$ cat src/rtl/spi_memory_master_pkg.sv
`default_nettype none
// ============================================================================
// Module   : spi_mem_pkg
// Purpose  : Shared definitions for the spiMemory SPI link: frame geometry,
//            R/W bit encoding and the master FSM state encoding.
// Ports    : none (package)
// Revision : 1.0 - initial release
// ============================================================================
package spi_mem_pkg;

    // One frame is 7 address bits, 1 R/W bit and 8 data bits, MSB first.
    localparam int   FRAME_BITS = 16;
    localparam logic SPI_READ   = 1'b1;
    localparam logic SPI_WRITE  = 1'b0;

    typedef enum logic [1:0] {
        ST_IDLE  = 2'd0,
        ST_SETUP = 2'd1,
        ST_SHIFT = 2'd2,
        ST_HOLD  = 2'd3
    } spi_state_t;

endpackage : spi_mem_pkg
`default_nettype wire

$ cat src/rtl/spi_memory_master_if.sv
`default_nettype none
// ============================================================================
// Module   : spi_memory_master_if
// Purpose  : Command/response bundle between a requester and the SPI master.
// Signals  : start, rw, addr, wdata (requester -> master)
//            busy, done, rdata     (master -> requester)
// Modports : master - the requester side
//            slave  - the SPI master side
// Revision : 1.0 - initial release
// ============================================================================
interface spi_memory_master_if #(
    parameter int ADDR_W = 7,
    parameter int DATA_W = 8
);
    logic              start;
    logic              rw;
    logic [ADDR_W-1:0] addr;
    logic [DATA_W-1:0] wdata;
    logic              busy;
    logic              done;
    logic [DATA_W-1:0] rdata;

    modport master (
        output start, rw, addr, wdata,
        input  busy, done, rdata
    );

    modport slave (
        input  start, rw, addr, wdata,
        output busy, done, rdata
    );
endinterface : spi_memory_master_if
`default_nettype wire

$ cat src/rtl/spi_memory_master_sclk_divider.sv
`default_nettype none
// ============================================================================
// Module   : spi_sclk_divider
// Purpose  : SPI clock generator. A half-period counter toggles the sclk flop
//            every CLK_DIV enabled cycles; one-cycle rise/fall ticks flag the
//            clk edge on which sclk is about to change.
// Ports    : clk, rst       - system clock, async active-high reset
//            i_en           - run; when low the counter and sclk are cleared
//            o_sclk         - registered SPI clock, idles low
//            o_rise_tick    - sclk goes high on the coming edge (if enabled)
//            o_fall_tick    - sclk goes low on the coming edge (if enabled)
// Revision : 1.0 - initial release
// ============================================================================
module spi_sclk_divider #(
    parameter int CLK_DIV = 3   // legal range 2..255
) (
    input  wire logic clk,
    input  wire logic rst,
    input  wire logic i_en,
    output logic      o_sclk,
    output logic      o_rise_tick,
    output logic      o_fall_tick
);

    localparam logic [7:0] c_CNT_LAST = 8'(CLK_DIV - 1);

    logic [7:0] r_cnt;
    logic       r_sclk;
    logic       w_tc;

    assign w_tc = (r_cnt == c_CNT_LAST);

    // The ticks are decoded from count and sclk only, not from i_en, so the
    // caller can use a tick to decide to drop i_en on that very edge and
    // keep sclk parked low instead of toggling it.
    assign o_rise_tick = w_tc & ~r_sclk;
    assign o_fall_tick = w_tc &  r_sclk;
    assign o_sclk      = r_sclk;

    always_ff @(posedge clk or posedge rst) begin
        if (rst) begin
            r_cnt  <= 8'd0;
            r_sclk <= 1'b0;
        end else if (!i_en) begin
            r_cnt  <= 8'd0;
            r_sclk <= 1'b0;
        end else if (w_tc) begin
            r_cnt  <= 8'd0;
            r_sclk <= ~r_sclk;
        end else begin
            r_cnt  <= r_cnt + 8'd1;
        end
    end

endmodule : spi_sclk_divider
`default_nettype wire

$ cat src/rtl/spi_memory_master.sv
`default_nettype none
// ============================================================================
// Module   : spi_memory_master
// Purpose  : SPI mode-0 master for the spiMemory slave. Turns a one-cycle
//            command into a 16-bit frame {addr, rw, data} sent MSB first and
//            captures the read byte returned on the last 8 sclk rises.
// Ports    : clk, reset     - system clock, async active-high reset
//            cmd (slave)    - start/rw/addr/wdata in, busy/done/rdata out
//            sclk_pin       - SPI clock, idles low
//            cs_pin         - chip select, active low
//            mosi_pin       - master-out serial data
//            miso_pin       - slave-out serial data
// Revision : 1.0 - initial release
// ============================================================================
module spi_memory_master
    import spi_mem_pkg::*;
#(
    parameter int CLK_DIV = 3,   // clk cycles per sclk half-period, 2..255
    parameter int ADDR_W  = 7,
    parameter int DATA_W  = 8
) (
    input  wire logic              clk,
    input  wire logic              reset,
    spi_memory_master_if.slave     cmd,
    output logic                   sclk_pin,
    output logic                   cs_pin,
    output logic                   mosi_pin,
    input  wire logic              miso_pin
);

    localparam int         c_FRAME_W   = ADDR_W + 1 + DATA_W;
    localparam logic [3:0] c_LAST_BIT  = 4'(FRAME_BITS - 1);
    localparam logic [7:0] c_HOLD_LAST = 8'(CLK_DIV - 1);

    spi_state_t            r_state;
    logic [c_FRAME_W-1:0]  r_tx;
    logic [DATA_W-1:0]     r_rx;
    logic [3:0]            r_bit_cnt;
    logic                  r_tx_done;
    logic                  r_is_read;
    logic [7:0]            r_hold_cnt;
    logic                  r_cs;
    logic                  r_busy;
    logic                  r_done;
    logic [DATA_W-1:0]     r_rdata;

    logic                  w_div_en;
    logic                  w_rise_tick;
    logic                  w_fall_tick;
    logic                  w_sclk;
    logic [DATA_W-1:0]     w_load_data;

    // Reads send zeros in the data field.
    assign w_load_data = (cmd.rw == SPI_WRITE) ? cmd.wdata : {DATA_W{1'b0}};

    // After the 16th fall the divider keeps running for one more low
    // half-period; the tick that would be a 17th rise instead ends SHIFT,
    // and enable is dropped on that same edge so sclk never pulses.
    assign w_div_en = (r_state == ST_SETUP) ||
                      ((r_state == ST_SHIFT) && !(r_tx_done && w_rise_tick));

    spi_sclk_divider #(
        .CLK_DIV     (CLK_DIV)
    ) u_sclk_div (
        .clk         (clk),
        .rst         (reset),
        .i_en        (w_div_en),
        .o_sclk      (w_sclk),
        .o_rise_tick (w_rise_tick),
        .o_fall_tick (w_fall_tick)
    );

    assign sclk_pin  = w_sclk;
    assign cs_pin    = r_cs;
    assign mosi_pin  = r_tx[c_FRAME_W-1];
    assign cmd.busy  = r_busy;
    assign cmd.done  = r_done;
    assign cmd.rdata = r_rdata;

    always_ff @(posedge clk or posedge reset) begin
        if (reset) begin
            r_state    <= ST_IDLE;
            r_tx       <= '0;
            r_rx       <= '0;
            r_bit_cnt  <= 4'd0;
            r_tx_done  <= 1'b0;
            r_is_read  <= 1'b0;
            r_hold_cnt <= 8'd0;
            r_cs       <= 1'b1;
            r_busy     <= 1'b0;
            r_done     <= 1'b0;
            r_rdata    <= '0;
        end else begin
            r_done <= 1'b0;
            case (r_state)
                ST_IDLE: begin
                    if (cmd.start) begin
                        r_tx      <= {cmd.addr, cmd.rw, w_load_data};
                        r_is_read <= (cmd.rw == SPI_READ);
                        r_bit_cnt <= 4'd0;
                        r_tx_done <= 1'b0;
                        r_cs      <= 1'b0;
                        r_busy    <= 1'b1;
                        r_state   <= ST_SETUP;
                    end
                end

                ST_SETUP: begin
                    // First rise: sample miso, bit 15 is already on mosi.
                    if (w_rise_tick) begin
                        r_rx    <= {r_rx[DATA_W-2:0], miso_pin};
                        r_state <= ST_SHIFT;
                    end
                end

                ST_SHIFT: begin
                    if (w_rise_tick) begin
                        if (r_tx_done) begin
                            r_hold_cnt <= 8'd0;
                            r_state    <= ST_HOLD;
                        end else begin
                            r_rx <= {r_rx[DATA_W-2:0], miso_pin};
                        end
                    end
                    if (w_fall_tick) begin
                        // The last fall leaves bit 0 on mosi instead of shifting.
                        if (r_bit_cnt == c_LAST_BIT) begin
                            r_tx_done <= 1'b1;
                        end else begin
                            r_tx      <= {r_tx[c_FRAME_W-2:0], 1'b0};
                            r_bit_cnt <= r_bit_cnt + 4'd1;
                        end
                    end
                end

                ST_HOLD: begin
                    if (r_hold_cnt == c_HOLD_LAST) begin
                        r_cs    <= 1'b1;
                        r_busy  <= 1'b0;
                        r_done  <= 1'b1;
                        r_state <= ST_IDLE;
                        // Sixteen rises leave exactly rises 9..16 in r_rx.
                        if (r_is_read) begin
                            r_rdata <= r_rx;
                        end
                    end else begin
                        r_hold_cnt <= r_hold_cnt + 8'd1;
                    end
                end

                default: r_state <= ST_IDLE;
            endcase
        end
    end

endmodule : spi_memory_master
`default_nettype wire

$ cat src/flat_wrapper.sv
// flat-port wrapper written by rule: the top's interface ports become plain ports
module spi_memory_master_flat import spi_mem_pkg::*;
#(
    parameter int CLK_DIV = 3,                                             
    parameter int ADDR_W  = 7,
    parameter int DATA_W  = 8
)
  (clk, reset, sclk_pin, cs_pin, mosi_pin, miso_pin, cmd_start, cmd_rw, cmd_addr, cmd_wdata, cmd_busy, cmd_done, cmd_rdata);
  spi_memory_master_if #(.ADDR_W(ADDR_W), .DATA_W(DATA_W)) cmd_i ();
  input  wire logic clk;
  input  wire logic reset;
  output logic sclk_pin;
  output logic cs_pin;
  output logic mosi_pin;
  input  wire logic miso_pin;
  input wire logic [$bits(cmd_i.start)-1:0] cmd_start;
  input wire logic [$bits(cmd_i.rw)-1:0] cmd_rw;
  input wire logic [$bits(cmd_i.addr)-1:0] cmd_addr;
  input wire logic [$bits(cmd_i.wdata)-1:0] cmd_wdata;
  output wire logic [$bits(cmd_i.busy)-1:0] cmd_busy;
  output wire logic [$bits(cmd_i.done)-1:0] cmd_done;
  output wire logic [$bits(cmd_i.rdata)-1:0] cmd_rdata;
  assign cmd_i.start = cmd_start;
  assign cmd_i.rw = cmd_rw;
  assign cmd_i.addr = cmd_addr;
  assign cmd_i.wdata = cmd_wdata;
  assign cmd_busy = cmd_i.busy;
  assign cmd_done = cmd_i.done;
  assign cmd_rdata = cmd_i.rdata;
  spi_memory_master #(.CLK_DIV(CLK_DIV), .ADDR_W(ADDR_W), .DATA_W(DATA_W)) u_core (.clk(clk), .reset(reset), .cmd(cmd_i), .sclk_pin(sclk_pin), .cs_pin(cs_pin), .mosi_pin(mosi_pin), .miso_pin(miso_pin));
endmodule
$ cat config.mk
export PLATFORM = sky130hd
export DESIGN_NAME = spi_memory_master_flat
export DESIGN_NICKNAME = d
export VERILOG_FILES = /design/src/rtl/spi_memory_master_pkg.sv /design/src/rtl/spi_memory_master_if.sv /design/src/rtl/spi_memory_master_sclk_divider.sv /design/src/rtl/spi_memory_master.sv /design/src/flat_wrapper.sv
export SDC_FILE = /design/constraint.sdc
export NUM_CORES = 1
export LEC_CHECK = 0
export BUFFER_PORTS_ARGS = -buffer_cell sky130_fd_sc_hd__buf_2
export CORE_ASPECT_RATIO = 0.75
export CORE_MARGIN = 2
export CORE_UTILIZATION = 40
export DETAILED_ROUTE_END_ITERATION = 6
export RECOVER_POWER = 25
export SLEW_MARGIN = 20
export SYNTH_ARGS = -nofsm -noshare
export SYNTH_HDL_FRONTEND = slang
export SYNTH_SLANG_ARGS = --single-unit
$ cat constraint.sdc
create_clock -name clk -period 2.1 [get_ports clk]
set_input_delay 0.315 -clock clk [delete_from_list [all_inputs] [get_ports clk]]
set_output_delay 0.315 -clock clk [all_outputs]
set_load 0.02 [all_outputs]
== Yosys cells after proc, flatten, opt, wreduce, memory -nomap -nowiden ==
Cells that the tools add are included.
Cells by class
  bitwise logic cells: 3
  eq/ne operators: 17
  reductions and logical operators: 17
  add/sub/neg operators: 3
  muxes and demuxes: 38
Operators by type and width (count)
  8-bit two-way mux: 9
  16-bit two-way mux: 3
  16-bit one-hot mux with 2 select lines: 1
  8-bit one-hot mux with 2 select lines: 2
  8-bit by 1-bit adder with 8-bit output, second input constant: 2
  8-bit by 2-bit equality test with 1-bit output, second input constant: 2
  4-bit AND reduction: 4
  4-bit two-way mux: 3
  2-bit != test, second input constant: 6
  1-bit two-way mux: 10
  2-bit two-way mux: 5
  2-bit by 1-bit != test with 1-bit output, second input constant: 5
  2-bit one-hot mux with 4 select lines: 1
  4-bit one-hot mux with 2 select lines: 1
  2-bit nonzero test: 4
  1-bit one-hot mux with 2 select lines: 3
  3-bit AND reduction: 2
  5-bit AND reduction: 1
  4-bit by 1-bit adder with 4-bit output, second input constant: 1
  2-bit equality test, second input constant: 2
  4-bit equality test, second input constant: 1
  1-bit bitwise AND: 2
  2-bit by 1-bit equality test with 1-bit output, second input constant: 1
  1-bit logical AND: 2
  5 further kinds: 5
Storage, ports and cells
  output and inout port bits: 13
  bits of input ports: 20
  bits in registers: 60

== Logic depth before layout (Yosys ltp) ==
  word-level depth: 7
  mapped depth: 8

== Cells and area by module ==
A second synthesis with hierarchy kept.
Unflattened totals
  cell total of the unflattened synthesis: 269
  area total of the unflattened synthesis: 2930.3 um2
By module, submodules not included
  spi_memory_master: sequential area each 1277.5 um2, instances 1, area an instance 2472.4 um2, cells an instance 223
  spi_sclk_divider: sequential area each 225.2 um2, instances 1, area an instance 457.9 um2, cells an instance 46

== Worst setup path before layout ==
Ideal clock, no wire load.
  path type: reg2reg
  from: register u_core.r_state[0]
  to: register u_core.r_tx[1]
  required time: 1975 ps
  cell stages (with the launch flop): 9
  setup slack: 72 ps
  path buffers: 2
  data arrival time: 1903 ps
  cells stage by stage: dfrtp_1 -> inv_1 -> ha_1 -> buf_2 -> mux2i_1 -> a41o_1 -> a21oi_4 -> buf_6 -> mux2_2
On the way
  word-level cells in the longest chain between the ends: 3
  elaborated cells on any way between the ends: 8
  those cells by class: eq/ne: 4; mux: 1; reduce/logical: 3
RTL lines
  start, declared: RTL line spi_memory_master.sv:35  | spi_state_t r_state;
  start signal, assigned: RTL line spi_memory_master.sv:82  | r_state <= ST_IDLE;
  start signal, assigned: RTL line spi_memory_master.sv:104  | r_state <= ST_SETUP;
  start signal, assigned: RTL line spi_memory_master.sv:112  | r_state <= ST_SHIFT;
  2-bit equality test / 2-bit logical NOT (equally long branches): RTL line spi_memory_master.sv:95  | case (r_state)
  2-bit != test (no source line) / 2-bit nonzero test (equally long branches)
  4-bit AND reduction (no source line)
  end signal, assigned: RTL line spi_memory_master.sv:98  | r_tx <= {cmd.addr, cmd.rw, w_load_data};
  end signal, assigned: RTL line spi_memory_master.sv:130  | r_tx <= {r_tx[c_FRAME_W-2:0], 1'b0};
  end, declared: RTL line spi_memory_master.sv:36  | logic [c_FRAME_W-1:0] r_tx;
Several ways; a longest one is shown, not always the timed one.
A chain may end at the register's enable or synchronous reset.

== Worst setup path in the final report ==
  from: register u_core.r_hold_cnt[0]
  to: register u_core.r_state[1]
On the way
  word-level cells in the longest chain between the ends: 3
RTL lines
  start, declared: RTL line spi_memory_master.sv:41  | logic [7:0] r_hold_cnt;
  start signal, assigned: RTL line spi_memory_master.sv:147  | r_hold_cnt <= r_hold_cnt + 8'd1;
  8-bit by 2-bit equality test with 1-bit output: RTL line spi_memory_master.sv:137  | if (r_hold_cnt == c_HOLD_LAST) begin
  2-bit by 1-bit != test with 1-bit output (no source line)
  5-bit AND reduction (no source line)
  end signal, assigned: RTL line spi_memory_master.sv:120  | r_state <= ST_HOLD;
  end signal, assigned: RTL line spi_memory_master.sv:141  | r_state <= ST_IDLE;
  end signal, assigned: RTL line spi_memory_master.sv:151  | default: r_state <= ST_IDLE;
No other way between the ends.

==> impl_metrics.json <==
{
  "final-hold-violation-count": 0,
  "post_drt_wl_per_cell_um": 15.0,
  "yosysWarnings": 0,
  "cts_sinks": 60,
  "initial_utilization": 0.418,
  "grt_pass1_wl_um": 11100,
  "cp_max_fo": 3,
  "power.total_mw": 2.32,
  "hpwl_um": 4680,
  "tritoncts": "done",
  "slew_violations": 0,
  "drive_gt1_frac": 0.378,
  "synth-seq-cells": 60,
  "cts_max_path_buffers": 2,
  "finalNetCount": 361,
  "setup_viol": 0,
  "synth-seq-area-share": 0.484,
  "fin_crit_sh": 0.957,
  "worstSetupEndpointType": "flop",
  "syn_nets": 300,
  "status": "finished clean",
  "worst_pin_slew_ns": 0.750,
  "coreArea_um2": 7430,
  "drc": 0,
  "grt_pass1_vias": 2233,
  "synth_edf_count": 0,
  "crit_chain": "inv_1 > ha_1 > nor4b_4 > buf_4 > o2111ai_1 > a211o_1 > mux2_1",
  "cp.arrival_ns": 2.22,
  "antenna_found_initial": 0,
  "maxSlewHeadroom": 0.499,
  "cts.htree.levels": 3,
  "ant_nets": 0,
  "die_w_um": 106,
  "synth_area_per_cell_um2": 11.5,
  "syn_inst": 270,
  "firstDrtPassIters": 4,
  "grt_start_max_net_pins": 21,
  "dieArea_um2": 8490,
  "track_usage": 0.170,
  "synthFlopType": "dfrtp_1",
  "port_buffers": 32,
  "max-vdd-ir-drop_uv": 331,
  "skew_ns": 0.00867,
  "syn_to_final_growth_pct": 22.1,
  "cp_data_required_time_ns": 2.31,
  "leakage_nw": 1.85,
  "io_pins": 33,
  "clkTransAtPathRegs_ns": 0.07,
  "critPathTopFamily": "compound AO/OA/AOI/OAI gates",
  "gp_congestion": 0.865,
  "grt.overflow.total": 0,
  "crit_type": "flop to flop",
  "viasPerCell": 5.29,
  "cpMaxStageDelayCell": "dfrtp_1",
  "insertion_delay_ns": 0.33,
  "cp-start-kind": "flop",
  "diodes": 0,
  "cts_buffers": 9,
  "via_count": 2310,
  "die_y_um": 80.3,
  "layout_setup_ws_ns": 0.0910,
  "hold_path_class": "input pin to flop",
  "fillCellCount": 715,
  "slowest_delay_ns": 0.39,
  "synthArstFlopShare": 1.00,
  "cap_violations": 0,
  "root_buffer": "clkbuf_8",
  "synthesis.area_um2": 3100,
  "dr.first_iter.drc_count": 129,
  "ff2ff_setup_slack_ns": 0.09,
  "synth.distinct_cells": 55,
  "powerDensity_nw_per_um2": 611,
  "wirelength_um": 6540,
  "timing.fmax_mhz": 498,
  "period_minus_slack_ns": 2.01,
  "dp_slack_ns": 0.0752,
  "row_count": 27,
  "worstPathBufferInverterCount": 2
}
## metal layers
layer / part of all wire / track usage / wire (um)
met2: 0.42 / 0.248 / 2780
met3: 0.049 / 0.0430 / 318
met5: 0 / 0 / 0
met1: 0.51 / 0.245 / 3350
met4: 0.015 / 0.0566 / 97
## worst paths after layout
check | from | cells after the start | to
setup / recovery | u_core.r_hold_cnt[0]$_DFFE_PP0P_ | 7 | u_core.r_state[1]$_DFFE_PP0P_
hold / removal | miso_pin | 2 | u_core.r_rx[0]$_DFFE_PP0P_
setup reg to reg | u_core.r_hold_cnt[0]$_DFFE_PP0P_ | 7 | u_core.r_state[1]$_DFFE_PP0P_
hold reg to reg | u_core.r_is_read$_DFFE_PP0P_ | 1 | u_core.r_is_read$_DFFE_PP0P_
max in group asynchronous | reset | 4 | u_core.u_sclk_div.r_cnt[2]$_DFF_PP0_
min in group asynchronous | reset | 3 | u_core.cmd.busy$_DFFE_PP0P_
## stage by stage
stage	instances	cell area [um2]	utilization	hold slack (ns)	setup TNS [ns]
floorplan	270	3100	-	0.452	0
global placement	418	3560	0.478	0.345	0
detailed placement	418	3560	0.478	0.355	0
CTS	435	3780	0.508	0.203	0
global route	437	3790	0.510	0.201	-0.0618
finish	437	3790	0.510	0.217	0
## cell usage in the layout, fill, tap and decap left out, types with 2 or more instances in the layout
master	n
nor2_1	18
a31oi_1	3
nand2b_1	2
a21oi_1	6
dfrtp_1	59
and3_1	2
ha_1	9
buf_2	32
nor2b_1	2
mux2i_1	7
buf_4	25
and4_1	2
o21ai_0	5
o2111ai_1	2
inv_1	11
nor3_1	4
nand4_1	3
mux2_2	41
clkbuf_8	12
o41ai_1	3
xor2_1	5
nand3_1	11
a211o_1	4
a31o_2	2
nor4_1	5
o211ai_1	2
nor4b_4	2
nand2_1	17
a22o_1	8
## what timing repair did
item | in CTS | in global routing
resized for setup | 0 | 2
setup endpoints to repair | 0 | 28
hold buffers | 1 | 0
endpoints found under the hold margin | 16 | 0
setup buffers | 0 | 2
## flip-flops by register name, indices dropped and copies added (netlist names)
register	count
u_core.cmd.busy	1
u_core.cmd.done	1
u_core.r_is_read	1
u_core.cs_pin	1
u_core.r_tx	16
u_core.u_sclk_div.r_cnt	8
u_core.r_bit_cnt	4
u_core.r_rx	8
u_core.u_sclk_div.o_sclk	1
u_core.r_tx_done	1
u_core.r_hold_cnt	8
u_core.cmd.rdata	8
u_core.r_state	2
## area by class of cell
type	instances	area, um2	area share
Inverter	11	41.3	0.0109
Tap cell	101	126	0.0333
Sequential cell	60	1500	0.397
Clock buffer	13	169	0.0446
Clock inverter	3	43.8	0.0116
Multi-Input combinational cell	189	1520	0.402
Timing Repair Buffer	60	383	0.101
## worst register-to-register path: stages, from the launching register on
cell       delay, ns
dfrtp_1         0.39
inv_1           0.08
ha_1            0.16
nor4b_4         0.25
buf_4           0.17
o2111ai_1       0.18
a211o_1         0.33
mux2_1          0.33
## Yosys cell counts (3+ instances only)
cell type | count | share of area
a211o_1 | 4 | 0.011
a21oi_1 | 6 | 0.0097
a22o_1 | 8 | 0.023
a31oi_1 | 3 | 0.0060
clkbuf_1 | 5 | 0.0060
dfrtp_1 | 59 | 0.48
ha_1 | 10 | 0.040
inv_1 | 11 | 0.013
mux2_2 | 41 | 0.15
mux2i_1 | 7 | 0.023
nand2_1 | 17 | 0.021
nand3_1 | 11 | 0.018
nand4_1 | 3 | 0.0060
nor2_1 | 18 | 0.022
nor3_1 | 4 | 0.0064
nor4_1 | 5 | 0.010
o21ai_0 | 5 | 0.0081
o41ai_1 | 3 | 0.0085
xor2_1 | 5 | 0.014
## cell families after synthesis
kind of cell,share of synthesized area
AOI/OAI and AO/OA,0.112
xor gates and xnor gates,0.0169
adders and majority gates,0.0403
buffers and inverters,0.0286
DFF,0.484
muxes,0.175
and+or+nand+nor,0.143
## power by group
group,leakage [nW],switching (mW),internal [mW]
clock,0.110,0.444,0.646
combinational,0.952,0.0332,0.0235
sequential,0.791,0.00541,1.16
total,1.85,0.482,1.83
Power figures use the tool's default switching activity.
